$ cat src/rtl/alu_uart_ctrl_if.sv
// Byte-stream bundle between the UART-fed sequencer and its environment
// (uart_rx/uart_tx and the ALU).
interface alu_uart_ctrl_if #(
    parameter int unsigned nb_data = 8
);
    logic [nb_data-1:0] rx_data;
    logic               rx_valid;
    logic               tx_done;
    logic [nb_data-1:0] alu_res;
    logic [nb_data-1:0] dato_a;
    logic [nb_data-1:0] dato_b;
    logic [nb_data-1:0] op;
    logic [nb_data-1:0] tx_data;
    logic               tx_start;
    logic               busy;
    logic               timeout;
    logic               overrun;

    modport master (
        input  rx_data, rx_valid, tx_done, alu_res,
        output dato_a, dato_b, op, tx_data, tx_start, busy, timeout, overrun
    );

    modport slave (
        output rx_data, rx_valid, tx_done, alu_res,
        input  dato_a, dato_b, op, tx_data, tx_start, busy, timeout, overrun
    );
endinterface

$ cat src/rtl/alu_uart_ctrl.sv
// Collects operand A, operand B and opcode bytes from the UART receiver, drives the ALU,
// and sends the one-byte result back through the UART transmitter.
module alu_uart_ctrl #(
    parameter int unsigned nb_data        = 8,
    parameter int unsigned timeout_cycles = 1000000
) (
    input logic             i_clock,
    input logic             i_reset,
    alu_uart_ctrl_if.master bus
);
    localparam int unsigned nb_timer = $clog2(timeout_cycles + 1);
    localparam logic [nb_timer-1:0] timer_last = nb_timer'(timeout_cycles - 1);

    typedef enum logic [2:0] {
        StA,
        StB,
        StOp,
        StExec,
        StSend,
        StWait
    } state_e;

    state_e             state_q, state_d;
    logic [nb_timer-1:0] timer_q, timer_d;
    logic [nb_data-1:0] dato_a_q, dato_b_q, op_q, tx_data_q;
    logic               timeout_q, overrun_q;
    logic               load_a, load_b, load_op, load_res, expire, busy;

    always_comb begin
        state_d  = state_q;
        load_a   = 1'b0;
        load_b   = 1'b0;
        load_op  = 1'b0;
        load_res = 1'b0;
        expire   = 1'b0;
        case (state_q)
            StA: begin
                if (bus.rx_valid) begin
                    load_a  = 1'b1;
                    state_d = StB;
                end
            end
            StB: begin
                if (bus.rx_valid) begin
                    load_b  = 1'b1;
                    state_d = StOp;
                end else if (timer_q == timer_last) begin
                    expire  = 1'b1;
                    state_d = StA;
                end
            end
            StOp: begin
                if (bus.rx_valid) begin
                    load_op = 1'b1;
                    state_d = StExec;
                end else if (timer_q == timer_last) begin
                    expire  = 1'b1;
                    state_d = StA;
                end
            end
            StExec: begin
                load_res = 1'b1;
                state_d  = StSend;
            end
            StSend: state_d = StWait;
            StWait: begin
                if (bus.tx_done) begin
                    state_d = StA;
                end
            end
            default: state_d = StA;
        endcase
    end

    assign busy = (state_q == StExec) || (state_q == StSend) || (state_q == StWait);

    // Timer only runs while a frame is partially received; any byte or state change restarts it.
    always_comb begin
        timer_d = timer_q;
        if ((state_d != state_q) || bus.rx_valid) begin
            timer_d = '0;
        end else if ((state_q == StB) || (state_q == StOp)) begin
            timer_d = timer_q + 1'b1;
        end
    end

    always_ff @(posedge i_clock) begin
        if (i_reset) begin
            state_q   <= StA;
            timer_q   <= '0;
            dato_a_q  <= '0;
            dato_b_q  <= '0;
            op_q      <= '0;
            tx_data_q <= '0;
            timeout_q <= 1'b0;
            overrun_q <= 1'b0;
        end else begin
            state_q   <= state_d;
            timer_q   <= timer_d;
            timeout_q <= expire;
            if (load_a) begin
                dato_a_q <= bus.rx_data;
            end
            if (load_b) begin
                dato_b_q <= bus.rx_data;
            end
            if (load_op) begin
                op_q <= bus.rx_data;
            end
            if (load_res) begin
                tx_data_q <= bus.alu_res;
            end
            if (bus.rx_valid && busy) begin
                overrun_q <= 1'b1;
            end
        end
    end

    assign bus.dato_a   = dato_a_q;
    assign bus.dato_b   = dato_b_q;
    assign bus.op       = op_q;
    assign bus.tx_data  = tx_data_q;
    assign bus.tx_start = (state_q == StSend);
    assign bus.busy     = busy;
    assign bus.timeout  = timeout_q;
    assign bus.overrun  = overrun_q;
endmodule
$ cat src/flat_wrapper.sv
// flat-port wrapper written by rule: the top's interface ports become plain ports
module alu_uart_ctrl_flat 
#(
    parameter int unsigned nb_data        = 8,
    parameter int unsigned timeout_cycles = 1000000
)
  (i_clock, i_reset, bus_rx_data, bus_rx_valid, bus_tx_done, bus_alu_res, bus_dato_a, bus_dato_b, bus_op, bus_tx_data, bus_tx_start, bus_busy, bus_timeout, bus_overrun);
  alu_uart_ctrl_if #(.nb_data(nb_data)) bus_i ();
  input logic i_clock;
  input logic i_reset;
  input wire logic [$bits(bus_i.rx_data)-1:0] bus_rx_data;
  input wire logic [$bits(bus_i.rx_valid)-1:0] bus_rx_valid;
  input wire logic [$bits(bus_i.tx_done)-1:0] bus_tx_done;
  input wire logic [$bits(bus_i.alu_res)-1:0] bus_alu_res;
  output wire logic [$bits(bus_i.dato_a)-1:0] bus_dato_a;
  output wire logic [$bits(bus_i.dato_b)-1:0] bus_dato_b;
  output wire logic [$bits(bus_i.op)-1:0] bus_op;
  output wire logic [$bits(bus_i.tx_data)-1:0] bus_tx_data;
  output wire logic [$bits(bus_i.tx_start)-1:0] bus_tx_start;
  output wire logic [$bits(bus_i.busy)-1:0] bus_busy;
  output wire logic [$bits(bus_i.timeout)-1:0] bus_timeout;
  output wire logic [$bits(bus_i.overrun)-1:0] bus_overrun;
  assign bus_i.rx_data = bus_rx_data;
  assign bus_i.rx_valid = bus_rx_valid;
  assign bus_i.tx_done = bus_tx_done;
  assign bus_i.alu_res = bus_alu_res;
  assign bus_dato_a = bus_i.dato_a;
  assign bus_dato_b = bus_i.dato_b;
  assign bus_op = bus_i.op;
  assign bus_tx_data = bus_i.tx_data;
  assign bus_tx_start = bus_i.tx_start;
  assign bus_busy = bus_i.busy;
  assign bus_timeout = bus_i.timeout;
  assign bus_overrun = bus_i.overrun;
  alu_uart_ctrl #(.nb_data(nb_data), .timeout_cycles(timeout_cycles)) u_core (.i_clock(i_clock), .i_reset(i_reset), .bus(bus_i));
endmodule
$ cat config.mk
export PLATFORM = sky130hd
export DESIGN_NAME = alu_uart_ctrl_flat
export DESIGN_NICKNAME = d
export VERILOG_FILES = /design/src/rtl/alu_uart_ctrl_if.sv /design/src/rtl/alu_uart_ctrl.sv /design/src/flat_wrapper.sv
export SDC_FILE = /design/constraint.sdc
export NUM_CORES = 1
export LEC_CHECK = 0
export ABC_AREA = 1
export CORE_MARGIN = 5
export CORE_UTILIZATION = 53
export DETAILED_ROUTE_END_ITERATION = 10
export PLACE_DENSITY_LB_ADDON = 0.15
export SLEW_MARGIN = 10
export SYNTH_ARGS = -nofsm -noshare
export SYNTH_HDL_FRONTEND = slang
export SYNTH_SLANG_ARGS = --single-unit
$ cat constraint.sdc
create_clock -name i_clock -period 3.17 [get_ports i_clock]
set_input_delay 0.4755 -clock i_clock [delete_from_list [all_inputs] [get_ports i_clock]]
set_output_delay 0.4755 -clock i_clock [all_outputs]
set_load 0.005 [all_outputs]
# Yosys cells after proc, flatten, opt, wreduce, memory -nomap -nowiden
# Index checks and enable logic that the tools add are counted.
dict set report word_totals {
  ff_bits 57
  latch_bits 0
  ram_bits 0
  rom_bits 0
  in_bits 20
  output_inout_bits 36
  elab_cells 38
  memories 0
}
dict set report op_classes {
  add_sub_neg 1
  n_mul 0
  n_div 0
  n_lt_le_gt_ge 0
  n_eq_ne 7
  n_shift 0
  muxes 12
  bitwise 1
  reduce_logical 9
}
# operator count
set ops {}
lappend ops {{$add A20 B1 Y20 const B} 1}
lappend ops {{$eq A20 B20 Y1 const B} 1}
lappend ops {{$pmux W3 S6} 1}
lappend ops {{$mux W3} 5}
lappend ops {{$eq A3 B2 Y1 const B} 2}
lappend ops {{$eq A3 B3 Y1 const B} 2}
lappend ops {{$mux W1} 6}
lappend ops {{$logic_or A1 B1 Y1} 4}
lappend ops {{$reduce_or A2 Y1} 2}
lappend ops {{$eq A3 B1 Y1 const B} 1}
lappend ops {{$logic_not A3 Y1} 1}
lappend ops {{$ne A3 B3 Y1} 1}
lappend ops {{$reduce_or A3 Y1} 1}
lappend ops {{$logic_and A1 B1 Y1} 1}
lappend ops {{$not A1 Y1} 1}

# Depth between registers and ports, before layout
dict set report logic_depth {
  word_depth 7
  depth_mapped 13
  mapped_depth_nobuf 12
}

# Least setup slack after synthesis
# Ideal clock, no wire load.
dict set report synth_path {
  path_kind {register to register}
  startpoint {reg u_core.timer_q[0]}
  endpoint {reg u_core.timer_q[11]}
  setup_time_ns 0.062
  arrival_time_ns 1.445
  required_ns 3.108
  path_slack_ns 1.663
  stages_incl_launch_ff 13
  path_buffers 1
  period_less_slack_ns 1.507
  path_cell_list {dfxtp_1 -> ha_1 -> nand3_1 -> nor2_1 -> nand3_1 -> nand2_1 -> nand2_1 -> nand2_1 -> nand2_1 -> inv_1 -> nand3_2 -> buf_6 -> nor2_2}
}
dict set report synth_between {
  elab_chain_cells 7
  word_cells_on_any_way 9
  classes_between {add/sub: 1; eq/ne: 2; mux: 4; reduce/logical: 2}
}
# element line_no
set synth_rtl {}
lappend synth_rtl {{start, declared} alu_uart_ctrl.sv:24} ;# logic [nb_timer-1:0] timer_q, timer_d;
lappend synth_rtl {{start signal, assigned} alu_uart_ctrl.sv:99} ;# timer_q <= timer_d;
lappend synth_rtl {{$eq A20 B20 Y1} {alu_uart_ctrl.sv:47, alu_uart_ctrl.sv:56}}
lappend synth_rtl {{$mux W3} {alu_uart_ctrl.sv:47, alu_uart_ctrl.sv:56}}
lappend synth_rtl {{$mux W3 (on tied branches)} {alu_uart_ctrl.sv:53, alu_uart_ctrl.sv:44}}
lappend synth_rtl {{$pmux W3 S6} alu_uart_ctrl.sv:36} ;# case (state_q)
lappend synth_rtl {{$ne A3 B3 Y1} alu_uart_ctrl.sv:80} ;# if ((state_d != state_q) || bus.rx_valid) begin
lappend synth_rtl {{$logic_or A1 B1 Y1} alu_uart_ctrl.sv:80}
lappend synth_rtl {{$reduce_or A2 Y1 (no line)} -}
# Several ways; a longest one is shown, not always the timed one.
# A chain may end at the register's enable or synchronous reset.

# Final worst setup path
dict set report layout_path {
  startpoint {reg u_core.state_q[1]}
  endpoint {out bus_busy}
}
dict set report layout_between {
  elab_chain_cells 3
  word_cells_on_any_way 5
  classes_between {eq/ne: 3; reduce/logical: 2}
}
# element line_no
set layout_rtl {}
lappend layout_rtl {{start, declared} alu_uart_ctrl.sv:23} ;# state_e state_q, state_d;
lappend layout_rtl {{start signal, assigned} alu_uart_ctrl.sv:89} ;# state_q <= StA;
lappend layout_rtl {{start signal, assigned} alu_uart_ctrl.sv:98} ;# state_q <= state_d;
lappend layout_rtl {{$eq A3 B2 Y1 / $eq A3 B3 Y1 (equally long branches)} alu_uart_ctrl.sv:75} ;# assign busy = (state_q == StExec) || (state_q == StSend) || (state_q == StWait);
lappend layout_rtl {{$logic_or A1 B1 Y1} alu_uart_ctrl.sv:75}
lappend layout_rtl {{$logic_or A1 B1 Y1 *} alu_uart_ctrl.sv:75}
lappend layout_rtl {{end, declared} flat_wrapper.sv:20} ;# output wire logic [$bits(bus_i.busy)-1:0] bus_busy;
# Mark *: on every way between the ends. The rest lies on a longest branch, timed or not.

==> qor.txt <==
status -> finished, final reports clean
synthesized flop and latch total -> 57
syn_nets -> 370
critical path peak fanout -> 11
drt pass-1 iters -> 5
Worst setup SP type -> flop
hold path endpoint -> u_core.bus.dato_a[3]
most frequent cells in the layout -> nor2_1, dfxtp_1, clkdlybuf4s50_1
core region area -> 4690 um^2
Max Cap Violations -> 0
CTS sink cnt -> 57
HPWL Detailed -> 4.19 mm
die footprint -> 6310 um^2
Clock transition at path regs -> 0.06 ns
mean cell area of the mapped netlist -> 7.32 um^2
crit-path cells -> nand3_1 -> nand3_1 -> clkdlybuf4s50_1
final core occ -> 71.3%
H-tree level count -> 3
first-pass GRT wire length -> 10.3 mm
layout cell share with drive strength beyond 1 -> 13.0%
Final Max Tran Viols -> 0
most common cell after layout, fill and taps aside -> nor2_1
hold path depth -> 2
FF-to-FF Start -> u_core.timer_q[0]
fin nets -> 430
Pleak -> 0.00132 uW
final clock skew -> 0.00449 ns
Inserted Diodes -> 0
die height -> 79.4 um
relative slew slack -> 63.1%
r2r endpoint -> u_core.timer_q[14]
Wirelength per Cell -> 12.6 um
GPL Wtd Cong -> 0.818
Port Buffers -> 55
Worst path max stage delay -> 0.52 ns
DR iter-0 viols -> 193
Synth cell types -> 26
IO Count -> 56
pin count of the biggest net entering global routing -> 26
setup TNS -> 0 ns
Filler Cells Inserted -> 406
worst hold path startpoint -> u_core.bus.dato_a[3]
register area -> 1140 um^2
PwrDens -> 491 nW/um^2
final hold violation count -> 0
Reg2Reg Depth -> 11
Mapped Area -> 2550 um^2
Routed WL -> 5.90 mm
Worst Setup End Kind -> output port
CP required -> 2.69 ns
post-CTS sizing -> 0
worst-margin pin slew -> 0.552 ns
Hold Crit Class -> reg -> reg
CTS tree -> done
Final Critical Period -> 2.34 ns
Rows -> 25
Post-CTS Hold Buffers -> 0
Seq/Total Area, Yosys -> 44.7%
buffers and inverters on the worst path -> 1
Clock Tree Root -> clkbuf_8
endpoints failing setup -> 0
Max Freq -> 427 MHz
CP Class -> reg -> out
total gr overflow -> 0
Clock Latency Late Sink -> 0.33 ns
Setup Buffers After CTS -> 0
CTS Buf Count -> 9
maximum VDD drop -> 309 uV
Post-Syn Instances -> 349
area delta synth->final -> 31.0%
CP most frequent cell -> nand3_1
Critical-path top delay cell -> clkdlybuf4s50_1
initial core utilization -> 54.4%
Multi-input gate area -> 1210 um^2
Crit path max-delay family -> simple AND/OR/NAND/NOR gates
Ys Warns -> 0
Arr. time, crit path -> 1.87 ns
initial antenna violation count -> 0
DRT antenna net count -> 0
vias in the first global route -> 2314
Clock Tree Buf Depth -> 2
final worst-path cycle share -> 73.8%
via count -> 2328
RSZ-0062 raised after global routing -> false
Total Routing Usage GR -> 21.1%
Reg2Reg Setup Slack -> 1.31 ns
vias per inst -> 4.97
die width -> 79.4 um
Residual DRC -> 0
[power breakdown]
group | switching [uW] | internal, uW
logic | 91.0 | 89.7
clock network | 275 | 427
registers | 16.6 | 744
[tightest hold or removal path, stage by stage, from the launching register on]
cell     delay (ns)
dfxtp_1        0.31
inv_1          0.05
a21oi_1        0.05
[sequential cells by signal, indices dropped and copies added, names as in the netlist]
register            flops
u_core.timer_q         20
u_core.bus.dato_a       8
u_core.bus.dato_b       8
u_core.bus.op           8
u_core.bus.tx_data      8
u_core.state_q          3
u_core.bus.overrun      1
u_core.bus.timeout      1
[layout make-up]
| class | instances | area share (%) |
|---|---|---|
| Inverter | 41 | 4.60 |
| Timing Repair Buffer | 57 | 16.9 |
| Clock buffer | 14 | 5.16 |
| Sequential cell | 57 | 34.1 |
| Tap cell | 54 | 2.02 |
| Clock inverter | 2 | 1.05 |
| Multi-Input combinational cell | 243 | 36.1 |
[cells in the mapped netlist, drive strengths merged]
cell / count / area [um^2]
nand2: 47 / 181
a31oi: 1 / 6.26
nor2: 97 / 437
clkbuf: 4 / 15.0
o21ai: 32 / 160
a21oi: 14 / 70.1
nand4: 4 / 25.0
nand3: 23 / 125
nor3: 6 / 40.0
buf: 4 / 35.0
xnor2: 2 / 17.5
nand3b: 1 / 7.51
dfxtp: 57 / 1140
inv: 39 / 146
xor2: 13 / 114
nor4: 2 / 12.5
ha: 1 / 12.5
clkinv: 2 / 7.51
[logic make-up (layout without fill, tap and decap cells)]
logic type	Yosys count	count (layout)	share of synthesized area, %
and+or+nand+nor	180	180	32.4
DFF	57	57	44.7
buffers and inverters	49	114	7.99
AOI/OAI and AO/OA	47	47	9.26
xor gates and xnor gates	15	15	5.14
adders and majority gates	1	1	0.490
[through the flow]
stage	setup slack (ns)	std cells	total power [uW]	instance area [um^2]	hold slack (ns)
after global placement	0.930	452	954	3140	0.433
after floorplan	1.66	349	865	2550	0.440
after detailed placement	0.851	452	956	3140	0.437
final	0.829	468	1640	3340	0.445
after CTS	0.805	468	1660	3340	0.446
after global routing	0.699	468	1720	3340	0.467
[worst max-delay path by stage]
stage                      startpoint                  to  slack, ns  depth (start not counted)
finish              u_core.state_q[1]            bus_busy       0.83                          3
global route        u_core.state_q[1]            bus_busy       0.70                          3
CTS                 u_core.state_q[1]            bus_busy       0.81                          3
detailed placement       bus_rx_valid  u_core.timer_q[10]       0.85                         11
global placement         bus_rx_valid  u_core.timer_q[17]       0.93                         11
floorplan           u_core.timer_q[0]  u_core.timer_q[11]       1.66                         12
[per-layer routing]
metal / global-route usage, % / part of all wire [%] / vias to the layer above
met5: 0 / 0 / -
met4: 7.56 / 1.0 / 0
met3: 8.24 / 6.4 / 9
met2: 34.0 / 46 / 60
met1: 25.6 / 46 / 1044
li1: - / - / 1215
(Power assumes the default switching activity.)
